File: config.mk
export PLATFORM = sky130hd
export DESIGN_NAME = mc_controller
export DESIGN_NICKNAME = d
export VERILOG_FILES = /design/src/rtl/mc_pkg.sv /design/src/rtl/mc_aludec.sv /design/src/rtl/mc_controller.sv
export SDC_FILE = /design/constraint.sdc
export NUM_CORES = 1
export LEC_CHECK = 0
export BUFFER_PORTS_ARGS = -buffer_cell sky130_fd_sc_hd__buf_2
export CAP_MARGIN = 10
export CORE_UTILIZATION = 39
export CTS_BUF_LIST = sky130_fd_sc_hd__clkbuf_8
export DETAILED_ROUTE_END_ITERATION = 8
export HOLD_SLACK_MARGIN = 0.08
export MAX_ROUTING_LAYER = met4
export PLACE_DENSITY = 0.77
export SLEW_MARGIN = 0
export SYNTH_ARGS = -nofsm -noshare
export SYNTH_HDL_FRONTEND = slang
export SYNTH_SLANG_ARGS = --single-unit
export TNS_END_PERCENT = 1
File: constraint.sdc
create_clock -name clk -period 1.7 [get_ports clk]
set_input_delay 0.34 -clock clk [delete_from_list [all_inputs] [get_ports clk]]
set_output_delay 0.34 -clock clk [all_outputs]
set_load 0.02 [all_outputs]
File: src/rtl/mc_pkg.sv
// Shared definitions for the multicycle MIPS controller: state encoding,
// instruction fields, ALU-operation classes and ALU function codes.
package mc_pkg;

   typedef enum logic [3:0] {
      S_FETCH   = 4'd0,
      S_DECODE  = 4'd1,
      S_MEMADR  = 4'd2,
      S_MEMRD   = 4'd3,
      S_MEMWB   = 4'd4,
      S_MEMWR   = 4'd5,
      S_RTYPEEX = 4'd6,
      S_RTYPEWB = 4'd7,
      S_BEQEX   = 4'd8,
      S_ADDIEX  = 4'd9,
      S_ADDIWB  = 4'd10,
      S_JEX     = 4'd11
   } state_t;

   localparam logic [5:0] OP_RTYPE = 6'b000000;
   localparam logic [5:0] OP_LW    = 6'b100011;
   localparam logic [5:0] OP_SW    = 6'b101011;
   localparam logic [5:0] OP_BEQ   = 6'b000100;
   localparam logic [5:0] OP_ADDI  = 6'b001000;
   localparam logic [5:0] OP_J     = 6'b000010;

   localparam logic [5:0] FN_ADD = 6'b100000;
   localparam logic [5:0] FN_SUB = 6'b100010;
   localparam logic [5:0] FN_AND = 6'b100100;
   localparam logic [5:0] FN_OR  = 6'b100101;
   localparam logic [5:0] FN_SLT = 6'b101010;

   typedef enum logic [1:0] {
      ADD   = 2'd0,
      SUB   = 2'd1,
      FUNCT = 2'd2
   } aluop_t;

   localparam logic [2:0] ALU_ADD = 3'b010;
   localparam logic [2:0] ALU_SUB = 3'b110;
   localparam logic [2:0] ALU_AND = 3'b000;
   localparam logic [2:0] ALU_OR  = 3'b001;
   localparam logic [2:0] ALU_SLT = 3'b111;

   function automatic logic op_supported(input logic [5:0] op);
      case (op)
         OP_RTYPE, OP_LW, OP_SW, OP_BEQ, OP_ADDI, OP_J: return 1'b1;
         default:                                      return 1'b0;
      endcase
   endfunction

endpackage

File: src/rtl/mc_aludec.sv
// ALU decoder: maps the controller's operation class and the R-type funct
// field onto the ALU's 3-bit function select.
module mc_aludec
   import mc_pkg::*;
(
   input  aluop_t     aluop,
   input  logic [5:0] funct,
   output logic [2:0] alucontrol
);

   always_comb begin
      alucontrol = ALU_ADD;
      case (aluop)
         ADD: alucontrol = ALU_ADD;
         SUB: alucontrol = ALU_SUB;
         FUNCT: begin
            // Unknown functs fall back to add so no X reaches the ALU.
            case (funct)
               FN_ADD:  alucontrol = ALU_ADD;
               FN_SUB:  alucontrol = ALU_SUB;
               FN_AND:  alucontrol = ALU_AND;
               FN_OR:   alucontrol = ALU_OR;
               FN_SLT:  alucontrol = ALU_SLT;
               default: alucontrol = ALU_ADD;
            endcase
         end
         default: alucontrol = ALU_ADD;
      endcase
   end

endmodule

File: src/rtl/mc_controller.sv
// Multicycle MIPS control unit: Moore FSM sequencing fetch/decode/execute/
// memory/writeback, plus the ALU decoder and the PC enable merge.
module mc_controller
   import mc_pkg::*;
(
   input  logic       clk,
   input  logic       reset,
   input  logic [5:0] op,
   input  logic [5:0] funct,
   input  logic       zero,
   output logic       iord,
   output logic       memwrite,
   output logic       irwrite,
   output logic       regdst,
   output logic       memtoreg,
   output logic       regwrite,
   output logic       alusrca,
   output logic [1:0] alusrcb,
   output logic [1:0] pcsrc,
   output logic       pcen,
   output logic [2:0] alucontrol,
   output logic       illegal_op,
   output logic [3:0] state_o
);

   state_t r_state;
   state_t w_next;
   aluop_t w_aluop;
   logic   w_pcwrite;
   logic   w_branch;

   always_ff @(posedge clk) begin
      if (reset) r_state <= S_FETCH;
      else       r_state <= w_next;
   end

   always_comb begin
      w_next = S_FETCH;
      case (r_state)
         S_FETCH: w_next = S_DECODE;
         S_DECODE: begin
            case (op)
               OP_LW, OP_SW: w_next = S_MEMADR;
               OP_RTYPE:     w_next = S_RTYPEEX;
               OP_BEQ:       w_next = S_BEQEX;
               OP_ADDI:      w_next = S_ADDIEX;
               OP_J:         w_next = S_JEX;
               default:      w_next = S_FETCH;
            endcase
         end
         S_MEMADR:  w_next = (op == OP_LW) ? S_MEMRD : S_MEMWR;
         S_MEMRD:   w_next = S_MEMWB;
         S_RTYPEEX: w_next = S_RTYPEWB;
         S_ADDIEX:  w_next = S_ADDIWB;
         default:   w_next = S_FETCH;
      endcase
   end

   always_comb begin
      iord       = 1'b0;
      memwrite   = 1'b0;
      irwrite    = 1'b0;
      regdst     = 1'b0;
      memtoreg   = 1'b0;
      regwrite   = 1'b0;
      alusrca    = 1'b0;
      alusrcb    = 2'b00;
      pcsrc      = 2'b00;
      illegal_op = 1'b0;
      w_pcwrite  = 1'b0;
      w_branch   = 1'b0;
      w_aluop    = ADD;
      case (r_state)
         S_FETCH: begin
            irwrite   = 1'b1;
            w_pcwrite = 1'b1;
            alusrcb   = 2'b01;
         end
         S_DECODE: begin
            // Precompute the branch target while the opcode is decoded.
            alusrcb    = 2'b11;
            illegal_op = ~op_supported(op);
         end
         S_MEMADR: begin
            alusrca = 1'b1;
            alusrcb = 2'b10;
         end
         S_MEMRD: iord = 1'b1;
         S_MEMWB: begin
            regwrite = 1'b1;
            memtoreg = 1'b1;
         end
         S_MEMWR: begin
            iord     = 1'b1;
            memwrite = 1'b1;
         end
         S_RTYPEEX: begin
            alusrca = 1'b1;
            w_aluop = FUNCT;
         end
         S_RTYPEWB: begin
            regdst   = 1'b1;
            regwrite = 1'b1;
         end
         S_BEQEX: begin
            alusrca  = 1'b1;
            w_aluop  = SUB;
            w_branch = 1'b1;
            pcsrc    = 2'b01;
         end
         S_ADDIEX: begin
            alusrca = 1'b1;
            alusrcb = 2'b10;
         end
         S_ADDIWB: regwrite = 1'b1;
         S_JEX: begin
            w_pcwrite = 1'b1;
            pcsrc     = 2'b10;
         end
         default: ;
      endcase
   end

   mc_aludec u_aludec (
      .aluop      (w_aluop),
      .funct      (funct),
      .alucontrol (alucontrol)
   );

   // zero reaches pcen only through the branch term.
   assign pcen    = w_pcwrite | (w_branch & zero);
   assign state_o = r_state;

endmodule
After elaboration in Yosys (flattened, before gate mapping)
Cells that the tools add are included.
{ "word_totals": {"regBits": 4, "latch_bits": 0, "ram_bits": 0, "mem_bits_ro": 0, "inputBits": 15, "elab_cells": 55, "mem_count": 0} }
{ "classes": {"add_sub_neg": 0, "n_mul": 0, "n_div": 0, "magnitude_cmp": 0, "n_eq_ne": 22, "shifts": 0, "n_mux": 20, "n_bitwise": 3, "reduce_logical": 9} }
{ "ops": {"columns": ["op", "n"], "rows": [
  ["$eq 6x6->1 const B", 6],
  ["$pmux 4 s6", 1],
  ["$pmux 4 s5", 1],
  ["$eq 4x3->1 const B", 4],
  ["$eq 4x4->1 const B", 4],
  ["$mux 1", 12],
  ["$pmux 3 s4", 1],
  ["$eq 4x2->1 const B", 2],
  ["$pmux 2 s2", 2],
  ["$reduce_or 2->1", 4],
  ["$eq 6x2->1 const B", 1],
  ["$eq 6x3->1 const B", 1],
  ["$eq 6x4->1 const B", 1],
  ["$logic_not 6->1", 1],
  ["$pmux 2 s3", 1],
  ["$pmux 3 s2", 1],
  ["$reduce_or 6->1", 1],
  ["$eq 4x1->1 const B", 1],
  ["$logic_not 4->1", 1],
  ["$reduce_or 4->1", 1],
  ["$mux 3", 1],
  ["$reduce_or 3->1", 1],
  ["$eq 2x1->1 const B", 1],
  ["$eq 2x2->1 const B", 1],
  ["3 further kinds", 3]
]} }

Logic depth before layout (Yosys ltp)
Gate-level depths: netlist of the first run.
{ "logic_depth": {"ltp_word": 6, "depth_mapped": 7} }

Cells and area by module
From an unflattened synthesis of the first run, not the netlist that was laid out.
{ "unflattened": {"hier_cells": 77, "area_unflattened_um2": 539.3} }
{ "by_module_without_submodules": {"columns": ["module", "instances", "cells_each", "area_per_inst_um2", "seq_area_each_um2"], "rows": [
  ["mc_controller", 1, 62, 420.4, 80.1],
  ["mc_aludec", 1, 15, 118.9, 0.0]
]} }

Least setup slack after synthesis of the first run
OpenSTA, ideal clock, no wires.
{ "synth_timing": {"path_kind": "flip-flop to output port", "startpoint": "reg r_state[0], in the netlist state_o[0]", "endpoint": "out alucontrol[2]", "arrival_ps": 2162, "required_ps": 1360, "setup_slack_ps": -802, "path_stages_with_launch": 6, "path_buffers": 1, "cell_sequence": "dfxtp_1 -> buf_2 -> or3_1 -> ha_1 -> nand4b_1 -> o41ai_1"} }
{ "synth_between": {"elab_chain_cells": 4, "elab_cells_between_ends": 6} }
{ "synth_rtl": {"columns": ["item", "line", "rtl"], "rows": [
  ["start: declaration", "mc_controller.sv:26", "state_t r_state;"],
  ["start signal: assignment", "mc_controller.sv:34", "else r_state <= w_next;"],
  ["$eq 4x4->1 or $eq 4x3->1 (tied branches)", "mc_controller.sv:73", "case (r_state)"],
  ["$pmux 2 s2 (*)", "mc_controller.sv:73", null],
  ["$eq 2x2->1 or $eq 2x1->1 (tied branches)", "mc_aludec.sv:13", "case (aluop)"],
  ["$pmux 3 s2 (*)", "mc_aludec.sv:13", null],
  ["end: declaration", "mc_controller.sv:21", "output logic [2:0] alucontrol,"]
]} }
Mark *: on every way between the ends. The rest lies on a longest branch, timed or not.

Worst setup path in the final report of the first run
{ "layout_timing": {"startpoint": "reg r_state[2], in the netlist state_o[2]", "endpoint": "out alucontrol[2]"} }
The elaborated chain is that of the path after synthesis.

==> results.md, run 1 <==
| Item | This run | Unit |
| --- | --- | --- |
| Status | finished with violations | - |
| Violations in the final reports | negative setup slack | - |
| R2R depth | 5 | - |
| Synthesis warning total | 0 | - |
| Number of top-level design ports | 35 | - |
| Largest fanout of any net on the critical path | 2 | - |
| Endpoint class of the critical path | primary output | - |
| Reg2reg setup slack | 400 | ps |
| Max-cap violations | 0 | - |
| Global placer's final weighted congestion | 0.811 | - |
| Die footprint | 0.00162 | sq mm |
| Height of the die | 40.3 | um |
| Vias in the first global route | 714 | - |
| Pre-CTS setup slack | -457 | ps |
| Ys flop type | dfxtp_1 | - |
| Die extent in x | 40.3 | um |
| Sequential cell area fraction in the yosys report | 14.0 | % |
| Total global routing overflow | 0 | - |
| Min-Delay Path Depth | 2 | - |
| Clock period minus worst slack | 2290 | ps |
| Worst setup path class | flop to primary output | - |
| Number of synthesized flops with an enable pin | 0 | - |
| Largest net degree at the start of global routing | 14 | - |
| Number of antenna repair diodes | 0 | - |
| Synth Net Count | 102 | - |
| TritonCTS clock tree | done | - |
| Fin. max-slew vios | 0 | - |
| Max reg flops | 4 | - |
| F_max | 437 | MHz |
| Worst-path clk slew | 40 | ps |
| Count of different cell masters after synthesis | 29 | - |
| Top cells by instance count after synthesis | 13 x nor2_1, 5 x nor3_1, 5 x o21ai_0 | - |
| Total number of clock tree sinks | 4 | - |
| Crit path launch type | flop | - |
| Worst reg2reg path startpoint | state_o[1] | - |
| Hold Crit Endpoint | state_o[0] | - |
| Worst path required time | 1360 | ps |
| Clock insertion delay at the later pin of the skew report | 210 | ps |
| Most frequent cell after synthesis | nor2_1 | - |
| Total leakage power | 0.000492 | uW |
| ANT nets after route | 0 | - |
| Mean instance size in the synthesized netlist | 6.81 | sq um |
| Number of buffer cells added on primary ports | 34 | - |
| CTS max path bufs | 2 | - |
| Overall routing resource usage | 28.8 | % |
| Num CTS Buffers | 3 | - |
| Clk_skew | 3.06 | ps |
| Endpoint of the lowest-slack register-to-register path | state_o[1] | - |
| Drt first-iter violations | 10 | - |
| Remaining max-slew budget at the tightest pin | 81.8 | % |
| DP Wirelength | 1720 | um |
| Setup repair after global routing missed its margin | true | - |
| Layout cells sized above 1 | 55.9 | % |
| Largest cells by area after synthesis | dfxtp_1 14%, nor2_1 8.5%, ha_1 6.6% | - |
| Worst vdd ir | 487 | uV |
| Worst min-delay path category | input pin to flop | - |
| Residual DRC count | 0 | - |
| Initial antenna violation count | 0 | - |
| Initial DRT Pass Iterations | 4 | - |
| Starting density of the core | 42.9 | % |
| Data arrival time of the critical path | 1950 | ps |
| Final routed wire length divided by cell count | 13.9 | um |
| Site Rows | 13 | - |
| Layout Area Growth over Synthesis | 80.1 | % |
| Register bit total from synthesis | 4 | - |
| Beginning of the worst hold path | reset | - |
| Overall routed net length | 2090 | um |
| PnR Total Power | 440 | uW |
| Fraction of registers with async set or reset after synthesis | 0 | % |
| Total number of nets in the final design | 155 | - |
| Period Utilization, post-route | 135 | % |
| Post-Syn Instances | 84 | - |
| Wire length of the first global-routing pass | 2970 | um |
| Netlist Area Pre-Place | 572 | sq um |
| Cell type with the highest aggregate area in the netlist | dfxtp_1 | - |
| Final worst slack | -588 | ps |
| Via density per instance | 5.42 | - |
| Area share of the largest cell type after synthesis | 14.0 | % |
| Core box area | 0.00133 | sq mm |
| H-tree levels | 1 | - |
| Number of vias after detailed routing | 818 | - |
| Transition at the pin with the smallest max-transition slack | 270 | ps |
| Final setup violation count | 3 | - |
| Areal power density over the cells | 427 | mW/mm^2 |
| Root buf cell | clkbuf_8 | - |
| Final-report hold violation count | 0 | - |
==> critical path, cell delays in order, from the launching register on <==
cell	delay, ps
dfxtp_2	310
nand2b_4	130
or3_4	340
ha_4	280
nand4b_1	190
o41ai_4	290
buf_4	200
==> final cells by class <==
type | count | area [sq um]
Multi-Input combinational cell | 72 | 537
Clock inverter | 1 | 3.75
Timing Repair Buffer | 52 | 324
Inverter | 4 | 15.0
Sequential cell | 4 | 90.1
Tap cell | 15 | 18.8
Clock buffer | 3 | 41.3
Fill cell | 106 | 304
==> through the flow <==
step | util [%] | cells | area (sq um) | hold WS (ps) | setup TNS [ps]
floorplan | - | 84 | 648 | 410 | -846
detailed placement | 69.7 | 146 | 930 | 573 | -766
global route | 77.2 | 151 | 1030 | 353 | -1740
finish | 77.2 | 151 | 1030 | 353 | -1340
global placement | 69.7 | 146 | 930 | 561 | -502
CTS | 76.4 | 151 | 1020 | 351 | -1350
==> power breakdown <==
| group | internal [uW] | total [uW] | switching (uW) |
|---|---|---|---|
| Sequential | 96.0 | 98.5 | 2.50 |
| Combinational | 59.2 | 137 | 78.3 |
| Clock | 154 | 204 | 50.0 |
==> cell families (layout without fill, tap and decap cells) <==
family          count (synthesis)  in the layout  synth area share (%)
flops                           4              4                  14.0
xor+xnor                        4              4                  6.13
fa+ha+maj                       3              3                  6.57
buf+inv                         8             60                  6.13
simple gates                   48             48                  46.2
compound gates                 17             17                  21.0
==> metal layers <==
metal  GRT usage, %  vias to the layer above  share of wire, %
li1               -                      409                 -
met1           23.8                      376                38
met2           63.7                       31                58
met3           3.89                        2               3.4
met4           6.67                        0              0.81
met5              -                        -                 0
==> placed cells by master (no fill, tap or decap), types with 2 or more instances in the layout <==
master / instances
dfxtp_4: 2
nor3_1: 5
nor2_2: 2
o21ai_2: 2
a31oi_1: 2
nand2b_4: 2
clkbuf_8: 3
a2111oi_2: 2
nor2b_1: 2
nor2_1: 11
inv_1: 5
a21oi_1: 4
nand3b_1: 3
xor2_1: 4
nand2_1: 4
nand2b_1: 2
and3_1: 3
nand3_1: 4
dfxtp_2: 2
buf_2: 28
buf_4: 23
o21ai_0: 3
==> worst max-delay path by stage <==
stage / from / depth (start not counted) / endpoint
after floorplan: state_o[0] / 5 / alucontrol[2]
final: state_o[2] / 6 / alucontrol[2]
after detailed placement: state_o[2] / 6 / alucontrol[2]
after global placement: state_o[2] / 6 / alucontrol[2]
after global routing: state_o[2] / 6 / alucontrol[2]
after CTS: state_o[2] / 6 / alucontrol[2]
==> repair_timing <==
action                                 in CTS  in global routing
setup endpoints to repair                   7                 10
endpoints found under the hold margin       0                  0
hold buffers                                0                  0
gates resized for setup                    12                  5
pin swaps                                   3                  0
setup buffers                               1                  0
(Power assumes the default switching activity.)
==> run 2, diff against run 1 <==
Settings changed: CAP_MARGIN 10 to 20, MAX_ROUTING_LAYER met4 to unset.
==> run 2 against run 1 <==
  * The flow still finishes with violations (negative setup slack)
  * Wire length fell by 0.76%
  * Non-clock buffer count stayed put
  * Sequential power about the same
  * Power rose by 0.58%
  * Flip-flop and latch count stayed put
  * Worst setup slack improved by 2.1 ps
  * Critical path type unchanged
  * Largest power group unchanged
==> results.md, run 2 (synthesis gave the netlist of run 1 again) <==
| Item | This run | Unit | vs previous |
| --- | --- | --- | --- |
| Transition at the pin with the smallest max-transition slack | 273 | ps | was 270 ps |
| Worst hold slack across all endpoints | 356 | ps | was 353 ps |
| Layout Area Growth over Synthesis | 80.1 | % | unchanged |
| Fin. max-slew vios | 0 | - | unchanged |
| Overall routed net length | 2080 | um | was 2090 um |
| Number of top-level design ports | 35 | - | unchanged |
| Clk_skew | 0.940 | ps | was 3.06 ps |
| Via density per instance | 5.46 | - | was 5.42 |
| Highest-count cells in the layout ignoring fill and taps | 28 x buf_2, 23 x buf_4, 11 x nor2_1, 5 x inv_1, 5 x nor3_1 | - | unchanged |
| Total leakage power | 0.000492 | uW | unchanged |
| Core utilization of the finished layout | 77.2 | % | unchanged |
| Global placer's final weighted congestion | 0.799 | - | was 0.811 |
| Final routed wire length divided by cell count | 13.8 | um | was 13.9 um |
| Clock insertion delay at the later pin of the skew report | 210 | ps | about the same |
| Largest fanout of any net on the critical path | 2 | - | unchanged |
| Total number of nets in the final design | 155 | - | unchanged |
| Areal power density over the cells | 430 | mW/mm^2 | was 427 mW/mm^2 |
| Number of buffer cells added on primary ports | 34 | - | unchanged |
| Starting density of the core | 42.9 | % | unchanged |
| Status | finished with violations | - | unchanged |
| Largest net degree at the start of global routing | 14 | - | unchanged |
| Initial DRT Pass Iterations | 4 | - | unchanged |
| Die extent in x | 40.3 | um | unchanged |
| Worst setup path class | flop to primary output | - | unchanged |
| Final worst slack | -586 | ps | was -588 ps |
| Cells along the critical path | nand2b_4 -> or3_4 -> ha_4 -> nand4b_1 -> o41ai_4 -> buf_4 | - | unchanged |
| Final setup violation count | 3 | - | unchanged |
| ANT nets after route | 0 | - | unchanged |
| F_max | 438 | MHz | was 437 MHz |
| Remaining max-slew budget at the tightest pin | 81.7 | % | was 81.8% |
| Final-report hold violation count | 0 | - | unchanged |
| Reg2reg setup slack | 400 | ps | about the same |
| Site Rows | 13 | - | unchanged |
| Number of antenna repair diodes | 0 | - | unchanged |
| Height of the die | 40.3 | um | unchanged |
| Buffers and inverters on the worst path | 1 | - | unchanged |
| Residual DRC count | 0 | - | unchanged |
| Biggest cell delay along the critical path | 340 | ps | about the same |
| Max reg flops | 4 | - | unchanged |
| Wire length of the first global-routing pass | 2970 | um | about the same |
| Endpoint class of the critical path | primary output | - | unchanged |
| Core box area | 0.00133 | sq mm | unchanged |
| Data arrival time of the critical path | 1950 | ps | about the same |
| Setup repair after global routing missed its margin | true | - | unchanged |
| Standard cell with the maximum stage delay on the critical path | or3_4 | - | unchanged |
| Root buf cell | clkbuf_8 | - | unchanged |
| Beginning of the worst hold path | reset | - | unchanged |
| TritonCTS clock tree | done | - | unchanged |
| Pre-CTS setup slack | -457 | ps | unchanged |
| Total global routing overflow | 0 | - | unchanged |
| Worst vdd ir | 487 | uV | about the same |
| Initial antenna violation count | 0 | - | unchanged |
| DP Wirelength | 1720 | um | unchanged |
| Most frequent standard cell in the layout excluding fill and tap cells | buf_2 | - | unchanged |
| Worst path required time | 1360 | ps | about the same |
| Total number of clock tree sinks | 4 | - | unchanged |
| Drt first-iter violations | 19 | - | was 10 |
| Setup TNS | -1340 | ps | about the same |
| Clock period minus worst slack | 2290 | ps | about the same |
| Max-cap violations | 0 | - | unchanged |
| Num CTS Buffers | 3 | - | unchanged |
| Overall routing resource usage | 27.9 | % | was 28.8% |
| Crit path launch type | flop | - | unchanged |
| Die footprint | 0.00162 | sq mm | unchanged |
| Worst-path clk slew | 40 | ps | about the same |
| Setup crit start | state_o[2] | - | unchanged |
| Worst min-delay path category | input pin to flop | - | unchanged |
| CTS max path bufs | 2 | - | unchanged |
| Area of all placed cells without fillers | 0.00103 | sq mm | unchanged |
| Number of vias after detailed routing | 825 | - | was 818 |
| Total placed instance area | 930 | sq um | unchanged |
| Violations in the final reports | negative setup slack | - | unchanged |
| Layout cells sized above 1 | 55.9 | % | unchanged |
| Period Utilization, post-route | 134 | % | was 135% |
| Vias in the first global route | 703 | - | was 714 |
| Worst reg2reg path startpoint | state_o[1] | - | unchanged |
| Delay-heaviest family, CP | simple AND/OR/NAND/NOR gates | - | unchanged |
| H-tree levels | 1 | - | unchanged |
run 2: worst register-to-register path: stages (launching register included):
cell and delay, ps:
dfxtp_4 340, buf_4 170, nand2b_1 230, a21oi_1 200
o21bai_1 100, a31oi_1 160
run 2: what timing repair did:
item / CTS / global route
setup buffers: 1 / 0
gates resized for setup: 12 / 5
hold buffers: 0 / 0
pin swaps: 3 / 0
endpoints found under the setup margin: 7 / 10
run 2: metrics by stage:
step	total power, uW	std cells
3_3_place_gp	224	146
3_5_place_dp	230	146
6_report	443	151
5_1_grt	465	151
2_1_floorplan	171	84
4_1_cts	438	151
run 2: path summary, 6_finish.rpt:
path                                 endpoint  depth (start not counted)
worst max-delay path            alucontrol[2]                          6
worst min-delay path               state_o[0]                          2
worst max register to register     state_o[1]                          5
worst min register to register     state_o[0]                          2
run 2: power breakdown:
group / internal (uW) / switching, uW
Clock: 154 / 52.5
Sequential: 95.9 / 2.50
Combinational: 59.2 / 78.1
run 2: layout make-up:
class,instances,area (sq um)
Tap cell,15,18.8
Clock inverter,1,3.75
Inverter,4,15.0
Timing Repair Buffer,52,324
Clock buffer,3,41.3
Sequential cell,4,90.1
Fill cell,106,304
Multi-Input combinational cell,72,537
run 2: metal layers:
layer	part of all wire, %	global-route usage (%)	wire length [um]	up-vias
met3	3.4	3.89	70	4
li1	-	-	-	408
met1	37	24.4	771	383
met2	58	62.5	1200	30
met4	1.6	6.67	33	0
met5	0	0	0	-
==> run 3, diff against run 2 <==
Settings changed: GPL_ROUTABILITY_DRIVEN set to 0, SKIP_LAST_GASP set to 1.
==> run 3 against run 2 <==
  * The run still ends with negative setup slack left
  * Global-route usage decreased by 0.23 points
  * Sequential share of layout area rose by 0.40 points
  * Die area stayed put
  * Largest power group unchanged
  * Clock power barely moved
  * Utilization down 3.4 points
==> results.md, run 3 (synthesis gave the netlist of run 1 again) <==
| Item | This run | Unit | vs previous |
| --- | --- | --- | --- |
| Max-cap violations | 0 | - | unchanged |
| Period Utilization, post-route | 134 | % | about the same |
| Worst reg2reg path startpoint | state_o[1] | - | unchanged |
| Total global routing overflow | 0 | - | unchanged |
| Final routed wire length divided by cell count | 13.5 | um | was 13.8 um |
| Area of all placed cells without fillers | 985 | sq um | was 0.00103 sq mm |
| Final-report hold violation count | 0 | - | unchanged |
| Fin. max-slew vios | 0 | - | unchanged |
| Number of vias after detailed routing | 804 | - | was 825 |
| DP Wirelength | 1720 | um | unchanged |
| Total number of nets in the final design | 155 | - | unchanged |
| Initial antenna violation count | 0 | - | unchanged |
| Data arrival time of the critical path | 1930 | ps | was 1950 ps |
| Worst setup path class | flop to primary output | - | unchanged |
| Initial DRT Pass Iterations | 4 | - | unchanged |
| Number of top-level design ports | 35 | - | unchanged |
| Status | finished with violations | - | unchanged |
| Layout Area Growth over Synthesis | 72.2 | % | was 80.1% |
| Die extent in x | 40.3 | um | unchanged |
| Layout cells sized above 1 | 50.7 | % | was 55.9% |
| Top routing layer in use | met4 | - | unchanged |
| Clock insertion delay at the later pin of the skew report | 210 | ps | about the same |
| Total leakage power | 0.000485 | uW | was 0.000492 uW |
| Core utilization of the finished layout | 73.8 | % | was 77.2% |
| Detail Route met2 WL | 1150 | um | was 1200 um |
| Worst vdd ir | 490 | uV | was 487 uV |
| Placed instance count | 146 | - | unchanged |
| ANT nets after route | 0 | - | unchanged |
| Overall routed net length | 2040 | um | was 2080 um |
| Num CTS Buffers | 3 | - | unchanged |
| Vias in the first global route | 706 | - | was 703 |
| Total placed instance area | 930 | sq um | unchanged |
| Wire length the detailed router placed on met1 | 789 | um | was 771 um |
| Total number of clock tree sinks | 4 | - | unchanged |
| Pre-CTS setup slack | -457 | ps | unchanged |
| Area occupied by registers | 90.1 | sq um | unchanged |
| TritonCTS clock tree | done | - | unchanged |
| R2R depth | 5 | - | unchanged |
| Final worst slack | -570 | ps | was -586 ps |
| Root buf cell | clkbuf_8 | - | unchanged |
| Worst min-delay path category | input pin to flop | - | unchanged |
| Largest fanout of any net on the critical path | 2 | - | unchanged |
| Transition at the pin with the smallest max-transition slack | 384 | ps | was 273 ps |
| Worst path required time | 1360 | ps | about the same |
| Core box area | 0.00133 | sq mm | unchanged |
| Drt first-iter violations | 14 | - | was 19 |
| Areal power density over the cells | 444 | mW/mm^2 | was 430 mW/mm^2 |
| Fill cells | 117 | - | was 106 |
| Filler-free cell count of the finished design | 151 | - | unchanged |
| Final setup violation count | 7 | - | was 3 |
| Endpoint of the lowest-slack register-to-register path | state_o[1] | - | unchanged |
| Die footprint | 0.00162 | sq mm | unchanged |
| Max reg flops | 4 | - | unchanged |
| Worst-path clk slew | 40 | ps | about the same |
| Wire length of the first global-routing pass | 2970 | um | unchanged |
| Number of antenna repair diodes | 0 | - | unchanged |
| Setup crit start | state_o[2] | - | unchanged |
| Endpoint class of the critical path | primary output | - | unchanged |
| Area of the multi-input gates | 508 | sq um | was 537 sq um |
| Violations in the final reports | negative setup slack | - | unchanged |
| Largest net degree at the start of global routing | 14 | - | unchanged |
| F_max | 440 | MHz | was 438 MHz |
| Overall routing resource usage | 27.7 | % | was 27.9% |
| H-tree levels | 1 | - | unchanged |
| Height of the die | 40.3 | um | unchanged |
| Hold Crit Endpoint | state_o[0] | - | unchanged |
| Crit path launch type | flop | - | unchanged |
| Starting density of the core | 42.9 | % | unchanged |
| Via density per instance | 5.32 | - | was 5.46 |
| Most frequent standard cell in the layout excluding fill and tap cells | buf_2 | - | unchanged |
| Number of hold-repair buffers added at the cts stage | 0 | - | unchanged |
| Reg2reg setup slack | 350 | ps | was 400 ps |
| CTS max path bufs | 2 | - | unchanged |
| Highest-count cells in the layout ignoring fill and taps | 33 x buf_2, 19 x buf_4, 13 x nor2_1 | - | was 28 x buf_2, 23 x buf_4, 11 x nor2_1, 5 x inv_1, 5 x nor3_1 |
| Remaining max-slew budget at the tightest pin | 74.1 | % | was 81.7% |
| Residual DRC count | 0 | - | unchanged |
| Min-Delay Path Depth | 2 | - | unchanged |
| Clk_skew | 1.06 | ps | was 0.940 ps |
| Beginning of the worst hold path | reset | - | unchanged |
| Number of buffer cells added on primary ports | 34 | - | unchanged |
| Clock period minus worst slack | 2270 | ps | was 2290 ps |
| Site Rows | 13 | - | unchanged |
| Setup repair after global routing missed its margin | true | - | unchanged |
| Wire length on met3 | 61 | um | was 70 um |
## run 3: cell types whose count changed in the layout (fill, tap and decap cells not counted), moves of 2 or more
cell	change
buf_2	+5
buf_4	-4
nor2_1	+2
o21ai_0	+2
o21ai_2	-2
## run 3: per-layer routing
metal	vias to the layer above	GRT usage, %
li1	411	-
met1	366	25.7
met2	23	58.5
met3	4	4.44
met4	0	9.17
met5	-	0
## run 3: how the worst max path moves through the flow
| stage | endpoint | slack [ps] |
|---|---|---|
| floorplan | alucontrol[2] | -420 |
| global route | alucontrol[2] | -640 |
| detailed placement | alucontrol[2] | -460 |
| CTS | alucontrol[2] | -580 |
| finish | alucontrol[2] | -570 |
| global placement | alucontrol[2] | -330 |
## run 3: power by group
| group | internal, uW | switching [uW] |
|---|---|---|
| combinational | 55.6 | 75.6 |
| clock | 154 | 53.5 |
| sequential | 95.9 | 2.48 |
## run 3: final cells by class
class                      count  area share (%)
clock buffer                   3            4.19
clock inverter                 1           0.381
inverter                       4            1.52
multi-input combinational     72            51.6
sequential                     4            9.15
tap                           15            1.91
timing repair buffer          52            31.3
## run 3: per-stage QoR
| step | total power [uW] | setup TNS, ps | hold slack [ps] |
|---|---|---|---|
| 4_1_cts | 435 | -1640 | 351 |
| 2_1_floorplan | 171 | -846 | 410 |
| 3_3_place_gp | 224 | -502 | 561 |
| 3_5_place_dp | 230 | -766 | 573 |
| 5_1_grt | 460 | -2360 | 353 |
| 6_report | 437 | -1640 | 350 |
## run 3: worst max-delay path, stage by stage, from the launching register on
cell,delay (ps)
dfxtp_2,310
nand2b_4,130
or3_4,340
ha_4,280
nand4b_1,180
o41ai_4,280
buf_4,200
## run 3: what timing repair did
item                       in CTS  in global routing
setup endpoints to repair       7                 10
resized for setup               1                  0
buffers inserted                1                  0
pin swaps                       2                  0
